--- config.mk ---
export PLATFORM = sky130hd
export DESIGN_NAME = cam_timing_gen
export DESIGN_NICKNAME = d
export VERILOG_FILES = /design/src/rtl/cam_tg_pkg.sv /design/src/rtl/bayer_bar_lut.sv /design/src/rtl/cam_timing_gen.sv
export SDC_FILE = /design/constraint.sdc
export NUM_CORES = 1
export LEC_CHECK = 0
export CORE_UTILIZATION = 40
export DETAILED_ROUTE_END_ITERATION = 7
export DONT_BUFFER_PORTS = 1
export SLEW_MARGIN = 20
export SYNTH_ARGS = -nofsm -noshare
export SYNTH_HDL_FRONTEND = slang
export SYNTH_SLANG_ARGS = --single-unit
--- constraint.sdc ---
create_clock -name clk -period 5.6 [get_ports clk]
set_input_delay 1.12 -clock clk [delete_from_list [all_inputs] [get_ports clk]]
set_output_delay 1.12 -clock clk [all_outputs]
set_load 0.02 [all_outputs]
--- src/rtl/cam_tg_pkg.sv ---
// rtl/cam_tg_pkg.sv - shared types and constants for the test-pattern camera source
package cam_tg_pkg;

  typedef enum logic [2:0] {
    IDLE   = 3'd0,
    VSYNC  = 3'd1,
    VBACK  = 3'd2,
    ACTIVE = 3'd3,
    VFRONT = 3'd4
  } tg_state_t;

  localparam logic [1:0] PAT_RAMP = 2'd0;
  localparam logic [1:0] PAT_BARS = 2'd1;
  localparam logic [1:0] PAT_FLAT = 2'd2;
  localparam logic [1:0] PAT_ZERO = 2'd3;

  // Bar colors as {R,G,B}; index 0 is the leftmost bar (white) through 7 (black)
  localparam logic [7:0][2:0] BAR_RGB = {
    3'b000,  // black
    3'b001,  // blue
    3'b100,  // red
    3'b101,  // magenta
    3'b010,  // green
    3'b011,  // cyan
    3'b110,  // yellow
    3'b111   // white
  };

endpackage

--- src/rtl/bayer_bar_lut.sv ---
// rtl/bayer_bar_lut.sv - picks the RGGB channel of a color bar for one pixel site
module bayer_bar_lut #(
  parameter int PIX_W = 8
) (
  input  logic [2:0]       bar_idx,
  input  logic             x_lsb,
  input  logic             y_lsb,
  output logic [PIX_W-1:0] value
);
  import cam_tg_pkg::*;

  logic [2:0] rgb;
  logic       chan_on;

  always_comb begin
    rgb     = BAR_RGB[bar_idx];
    chan_on = 1'b0;
    case ({y_lsb, x_lsb})
      2'b00:   chan_on = rgb[2];
      2'b11:   chan_on = rgb[0];
      default: chan_on = rgb[1];
    endcase
    value = {PIX_W{chan_on}};
  end

endmodule

--- src/rtl/cam_timing_gen.sv ---
// rtl/cam_timing_gen.sv - DVP-style frame timing and test-pattern pixel source
module cam_timing_gen #(
  parameter int H_ACTIVE  = 640,
  parameter int H_BLANK   = 160,
  parameter int V_ACTIVE  = 480,
  parameter int VSYNC_LEN = 4,
  parameter int V_BACK    = 8,
  parameter int V_FRONT   = 8,
  parameter int PIX_W     = 8,
  parameter int BAR_SHIFT = 6
) (
  input  logic             clk,
  input  logic             rst,
  input  logic             en,
  input  logic [1:0]       pattern_sel,
  output logic             cam_vsync,
  output logic             cam_href,
  output logic [PIX_W-1:0] cam_data,
  output logic             frame_start,
  output logic             busy
);
  import cam_tg_pkg::*;

  localparam int H_TOTAL = H_ACTIVE + H_BLANK;
  localparam int H_W     = $clog2(H_TOTAL);
  localparam int V_MAX_A = (VSYNC_LEN > V_BACK) ? VSYNC_LEN : V_BACK;
  localparam int V_MAX_B = (V_ACTIVE > V_FRONT) ? V_ACTIVE : V_FRONT;
  localparam int V_MAX   = (V_MAX_A > V_MAX_B) ? V_MAX_A : V_MAX_B;
  localparam int V_W     = $clog2(V_MAX + 1);

  tg_state_t        state_q, state_d;
  logic [H_W-1:0]   h_q, h_d;
  logic [V_W-1:0]   v_q, v_d;
  logic [V_W-1:0]   last_line;
  logic [1:0]       pat_q;
  logic [PIX_W-1:0] frame_cnt_q;

  logic             frame_entry;
  logic             href_d;
  logic [2:0]       bar_idx;
  logic [PIX_W-1:0] bar_value;
  logic [PIX_W-1:0] pix_d;

  always_comb begin
    state_d   = state_q;
    h_d       = h_q;
    v_d       = v_q;
    last_line = '0;
    case (state_q)
      VSYNC:   last_line = V_W'(VSYNC_LEN - 1);
      VBACK:   last_line = V_W'(V_BACK - 1);
      ACTIVE:  last_line = V_W'(V_ACTIVE - 1);
      VFRONT:  last_line = V_W'(V_FRONT - 1);
      default: last_line = '0;
    endcase

    if (state_q == IDLE) begin
      h_d = '0;
      v_d = '0;
      if (en) state_d = VSYNC;
    end else if (h_q == H_W'(H_TOTAL - 1)) begin
      h_d = '0;
      if (v_q == last_line) begin
        v_d = '0;
        case (state_q)
          VSYNC:   state_d = VBACK;
          VBACK:   state_d = ACTIVE;
          ACTIVE:  state_d = VFRONT;
          VFRONT:  state_d = en ? VSYNC : IDLE;
          default: state_d = IDLE;
        endcase
      end else begin
        v_d = v_q + 1'b1;
      end
    end else begin
      h_d = h_q + 1'b1;
    end
  end

  // Outputs are built from the next state/counters so they line up with the state register
  assign frame_entry = (state_d == VSYNC) && (state_q != VSYNC);
  assign href_d      = (state_d == ACTIVE) && (h_d < H_W'(H_ACTIVE));
  assign bar_idx     = 3'(h_d >> BAR_SHIFT);

  bayer_bar_lut #(
    .PIX_W(PIX_W)
  ) u_bar_lut (
    .bar_idx(bar_idx),
    .x_lsb  (h_d[0]),
    .y_lsb  (v_d[0]),
    .value  (bar_value)
  );

  always_comb begin
    pix_d = '0;
    if (href_d) begin
      case (pat_q)
        PAT_RAMP: pix_d = PIX_W'(h_d);
        PAT_BARS: pix_d = bar_value;
        PAT_FLAT: pix_d = frame_cnt_q;
        default:  pix_d = '0;
      endcase
    end
  end

  always_ff @(posedge clk) begin
    if (rst) begin
      state_q     <= IDLE;
      h_q         <= '0;
      v_q         <= '0;
      pat_q       <= PAT_RAMP;
      frame_cnt_q <= '0;
      cam_vsync   <= 1'b0;
      cam_href    <= 1'b0;
      cam_data    <= '0;
      frame_start <= 1'b0;
      busy        <= 1'b0;
    end else begin
      state_q     <= state_d;
      h_q         <= h_d;
      v_q         <= v_d;
      if (frame_entry) begin
        pat_q       <= pattern_sel;
        frame_cnt_q <= frame_cnt_q + 1'b1;
      end
      cam_vsync   <= (state_d == VSYNC);
      cam_href    <= href_d;
      cam_data    <= pix_d;
      frame_start <= frame_entry;
      busy        <= (state_d != IDLE);
    end
  end

endmodule

**Word-level counts from Yosys, hierarchy flattened**

Memories as Yosys holds them, arrays and structs flattened.
Cells that the tools add are included.
Widths: inputs -> output; s select.

- Add/sub/neg operators: 3
- Magnitude comparators: 2
- Equality and inequality tests: 12
- Muxes and demuxes: 15
- Bitwise logic cells: 1
- Reductions and logical operators: 9

Operator list:

| kind | number |
|---|---|
| $pmux 9 s3 | 1 |
| $pmux 8 s3 | 1 |
| $mux 10 | 2 |
| $mux 3 | 5 |
| $pmux 3 s4 | 1 |
| $add 10x1->10 const B | 1 |
| $eq 10x10->1 const B | 1 |
| $lt 10x10->1 const B | 1 |
| $add 9x1->9 const B | 1 |
| $eq 3x2->1 const B | 3 |
| $eq 9x9->1 | 1 |
| $mux 9 | 1 |
| $add 8x1->8 const B | 1 |
| $eq 3x1->1 const B | 2 |
| $reduce_or 2->1 | 3 |
| $eq 2x2->1 const B | 2 |
| $logic_not 2->1 | 2 |
| $lt 3x4->1 const B | 1 |
| $eq 3x3->1 const B | 1 |
| $logic_not 3->1 | 1 |
| $mux 1 | 3 |
| $ne 3x1->1 const B | 1 |
| $reduce_bool 3->1 | 1 |
| $eq 2x1->1 const B | 1 |
| other kinds (3) | 4 |

- Register bits: 44
- Bits in read-only memories: 24
- Input port bits: 5
- Output and inout bits: 12
- Word-level logic and storage cells: 54
- Memories kept: 1

Memory list:

| name | depth | bits a word | read ports | clocked after Yosys merged registers in | write ports | RTL line | text |
|---|---|---|---|---|---|---|---|
| (no name shown) | 8 | 3 | 1 | 0 | 0 | bayer_bar_lut.sv:16 | `rgb = BAR_RGB[bar_idx];` |

**Longest topological paths before layout**

- Depth after elaboration: 11
- Gate-level depth with buffers: 12

**By module**

From an unflattened synthesis, not the netlist that was laid out.

- Cell total of the unflattened synthesis: 289
- Area, all modules: 2359.8 µm²

Modules (own cells, without submodules):

| module | times used | cells each | area an instance (µm²) | sequential area each (µm²) |
|---|---|---|---|---|
| cam_timing_gen | 1 | 273 | 2242.2 | 880.8 |
| bayer_bar_lut | 1 | 16 | 117.6 | 0.0 |

**Worst setup path after synthesis**

OpenSTA, ideal clock, no wires.

- Path kind: register -> register
- From: register v_q[4]
- To: register cam_data[5]
- Setup time: 0.104 ns
- Data arrival time: 3.352 ns
- Path slack: 2.144 ns
- Stages on the path, launching flop included: 12
- Clock period less this slack: 3.456 ns
- Cells stage by stage: dfxtp_1 > or4_1 > or3_1 > a221oi_1 > a211o_1 > a21oi_1 > inv_1 > ha_1 > o31ai_1 > a21oi_1 > o41a_1 > a2111oi_2

RTL lines:

| what | RTL line | text |
|---|---|---|
| start: declaration | cam_timing_gen.sv:33 | `logic [V_W-1:0] v_q, v_d;` |
| start signal: assignment | cam_timing_gen.sv:121 | `v_q <= v_d;` |
| $eq 9x9->1 * | cam_timing_gen.sv:63 | `if (v_q == last_line) begin` |
| $mux 9 * | cam_timing_gen.sv:63 |  |
| $mux 1 * | cam_timing_gen.sv:61 | `end else if (h_q == H_W'(H_TOTAL - 1)) begin` |
| $mux 1 * | cam_timing_gen.sv:57 | `if (state_q == IDLE) begin` |
| named net u_bar_lut.y_lsb | bayer_bar_lut.sv:7 | `input logic y_lsb,` |
| $eq 2x2->1 / $logic_not 2->1 (equally long branches) | bayer_bar_lut.sv:18 | `case ({y_lsb, x_lsb})` |
| $pmux 1 s2 * | bayer_bar_lut.sv:18 |  |
| $pmux 8 s3 * | cam_timing_gen.sv:97 | `case (pat_q)` |
| end signal: assignment | cam_timing_gen.sv:128 | `cam_data <= pix_d;` |
| end: declaration | cam_timing_gen.sv:18 | `output logic [PIX_W-1:0] cam_data,` |

Mark *: on every way through the listed nets, which the timed path passes. The rest lies on a longest branch.
A chain may end at the register's enable or synchronous reset.

**Worst setup path after layout**

- From: register v_q[4]
- To: register cam_data[0]

The elaborated chain is that of the path after synthesis.

==> results.md <==
- Final WL: 5110 um
- Startpoint types: register
- CTS root buffer: clkbuf_8
- Crit path top cell by count: a21oi_1
- Top-Level Pins: 17
- Std cell rows: 27
- Ratio of cells with drive above 1 in the final layout: 0.103
- Synth Area in Compound Gates: 0.205
- Clock tree sinks: 44
- Final ANT Viol Nets: 0
- First-pass GRT wire length: 8850 um
- Largest family of logic cells by synthesized area: simple AND/OR/NAND/NOR gates
- Drc violations: 0
- Post-synthesis adder-cell area fraction: 0.0276
- GR Util All Layers: 0.188
- Synth async-reset ratio: 0
- 1st-iter DRT viols: 123
- Cell accounting for the most synthesized area: dfxtp_1
- RSZ-0062 raised after global routing: false
- Hold WC Path Type: reg2reg
- Initial antenna violation count: 0
- Post-Syn Area: 0.00227 sq mm
- Xor/xnor cell area share of the yosys netlist: 0.0502
- Core box area: 0.00547 sq mm
- Status: completed
- Hold_buf cts: 0
- Final #Nets: 270
- Static Leak: 0.769 nW
- Fin crit share: 0.677
- Clock Latency Late Sink: 0.30 ns
- Clk slew on worst S/H paths: 0.09 ns
- CTS tree: built
- TritonCTS buffer count: 5
- Area growth syn-to-layout: 6.02%
- Final Core Density: 0.439
- Avg Cell Area, Syn: 8.56 sq um
- WP data arrival: 3.97 ns
- Routed len/inst: 15.4 um
- Setup Buffers After CTS: 0
- Synth Register Bits: 44
- Most used DFF post-synth: dfxtp_1
- Worst Path Buf+Inv: 1
- Setup TNS: 0 ns
- Initial Util: 0.414
- FMAX: 264 MHz
- Vias in the first global route: 1,809
- Max-cap violations: 0
- CP max stage cell: o41a_1
- Clock buffer depth: 2
- HPWL after DPL: 3660 um
- # H-tree levels: 2
- Max Slew Vio Count: 0
- CP endpoint kind: register
- Total die area: 0.00597 sq mm
- Final hold viol count: 0
- Synth unique cells: 46
- Drt pass-1 iters: 4
- Period minus WS final: 3.79 ns
- CP required: 5.78 ns
- # setup viols final: 0
- EDFF count, synth: 0
- Critical path's largest stage delay: 0.56 ns
- N_diodes: 0
- Synth Area in Simple Gates: 0.282
- Die Span X: 77.3 um
- Post-DR vias/cell: 5.74
- Top cells by area, synth: dfxtp_1 39%, a21oi_1 4.4%, nor3_1 3.8%, a2111oi_2 3.3%, nand3_1 3.3%
- Synth top area share: 0.389
- Relative slew slack: 0.374
- YS warnings: 0
- Crit Path Max Fanout: 8
- Syn_nets: 275
- RD Place Congestion: 0.890
- Post-cts resize count: 0
- Max VDD drop: 0.000116 V
- Proportion of synthesized area in mux cells: 0.00497
- Top delay family on crit path: compound AO/OA/AOI/OAI gates
- Die height: 77.3 um
- Least-Margin Pin Slew: 0.932 ns
- PD cells: 238 mW/mm^2
- Syn Inst Count: 265
- Fill count: 564
- Sequential area share after synthesis: 0.389
- Critical path cell sequence: or4_1 > or3_1 > a221oi_1 > a211o_1 > a21oi_1 > inv_1 > ha_1 > o31ai_1 > a21oi_1 > o41a_1 > a2111oi_1
- Grt ovf: 0
- Buffers on Ports: 0
- DR vias: 1,910
- Pin count of the biggest net entering global routing: 27
- Worst clock skew: 0.00992 ns
- CP Class: reg2reg
==> final timing paths <==
| kind | from | end | slack, ns | cells after the start |
|---|---|---|---|---|
| setup / recovery | v_q[4] | cam_data[0] | 1.81 | 11 |
| hold / removal | frame_cnt_q[7] | frame_cnt_q[7] | 0.48 | 2 |
| setup reg to reg | v_q[4] | cam_data[0] | 1.81 | 11 |
| hold reg to reg | frame_cnt_q[7] | frame_cnt_q[7] | 0.48 | 2 |
==> state kept, by name (all words and copies together) (netlist names) <==
| name | flops |
|---|---|
| cam_vsync | 1 |
| busy | 1 |
| frame_cnt_q | 8 |
| state_q | 3 |
| pat_q | 2 |
| frame_start | 1 |
| h_q | 10 |
| cam_href | 1 |
| v_q | 9 |
| cam_data | 8 |
==> worst min-delay path, stage by stage, from the launching register on <==
cell and delay [ns]:
dfxtp_1 0.33, o31ai_1 0.06, a21oi_1 0.06
==> cell usage in the layout, fill, tap and decap left out, types with 2 or more instances in the layout <==
master	n
nand2_1	17
a2111oi_2	5
or2_2	6
o31a_1	2
nor2b_1	2
a211o_1	2
and3b_1	2
nor2_1	18
and3_1	4
and2_1	6
nand4_1	8
inv_1	7
nor3b_1	2
xnor2_1	5
or3_1	5
buf_4	3
nand2b_1	3
dfxtp_1	44
o31ai_1	10
clkinv_2	2
o21ai_1	3
nor3_1	17
a21oi_1	20
ha_1	5
nand3_1	15
clkbuf_8	5
a2111oi_1	2
o21ai_0	6
xor2_1	8
nor4_1	2
o21a_1	3
or4_1	7
==> kinds of logic (layout without fill, tap and decap cells) <==
logic type	count (synthesis)	after routing
multiplexers	1	1
buffers and inverters	23	19
adder cells (fa/ha/maj)	5	5
flip-flops	44	44
AND/OR/NAND/NOR	118	118
AO/OA/AOI/OAI	61	61
XOR/XNOR	13	13
==> synthesized netlist by cell type (all sizes together) (2+ instances only) <==
library cell	count
a2111oi	8
a211o	2
a21oi	20
and2	6
and3	4
and3b	2
buf	3
clkbuf	12
dfxtp	44
ha	5
inv	8
nand2	17
nand2b	3
nand3	15
nand4	8
nor2	18
nor2b	2
nor3	17
nor3b	2
nor4	2
o21a	3
o21ai	9
o31a	2
o31ai	10
or2	6
or3	5
or4	7
xnor2	5
xor2	8
==> metal layers <==
layer  GRT usage  vias to the layer above  share of wire
met1       0.244                      902           0.47
met3      0.0417                       11          0.038
met5           0                        -              0
met4      0.0849                        0          0.025
met2       0.296                       35           0.47
li1            -                      962              -
==> area by class of cell <==
| class | instances | area (sq um) | share of cell area |
|---|---|---|---|
| Multi-Input combinational cell | 198 | 1290 | 0.538 |
| Sequential cell | 44 | 881 | 0.366 |
| Tap cell | 72 | 90.1 | 0.0375 |
| Clock buffer | 5 | 68.8 | 0.0286 |
| Inverter | 8 | 30.0 | 0.0125 |
| Timing Repair Buffer | 3 | 22.5 | 0.00937 |
| Clock inverter | 3 | 18.8 | 0.00781 |
==> where the power goes <==
| part | switching [mW] | internal (mW) | leakage (nW) |
|---|---|---|---|
| clock | 0.112 | 0.0870 | 0.0479 |
| combinational | 0.0266 | 0.0146 | 0.365 |
| sequential | 0.0122 | 0.319 | 0.356 |
==> through the flow <==
step	setup slack, ns	cells	hold slack [ns]	total power, mW	area, sq um
2_1_floorplan	2.14	265	0.452	0.373	2270
3_3_place_gp	1.96	325	0.461	0.379	2320
3_5_place_dp	1.84	325	0.470	0.380	2320
4_1_cts	1.81	333	0.483	0.578	2400
5_1_grt	1.58	333	0.509	0.596	2400
6_report	1.81	333	0.482	0.571	2400
No activity file was read; power rests on OpenSTA's default activity.
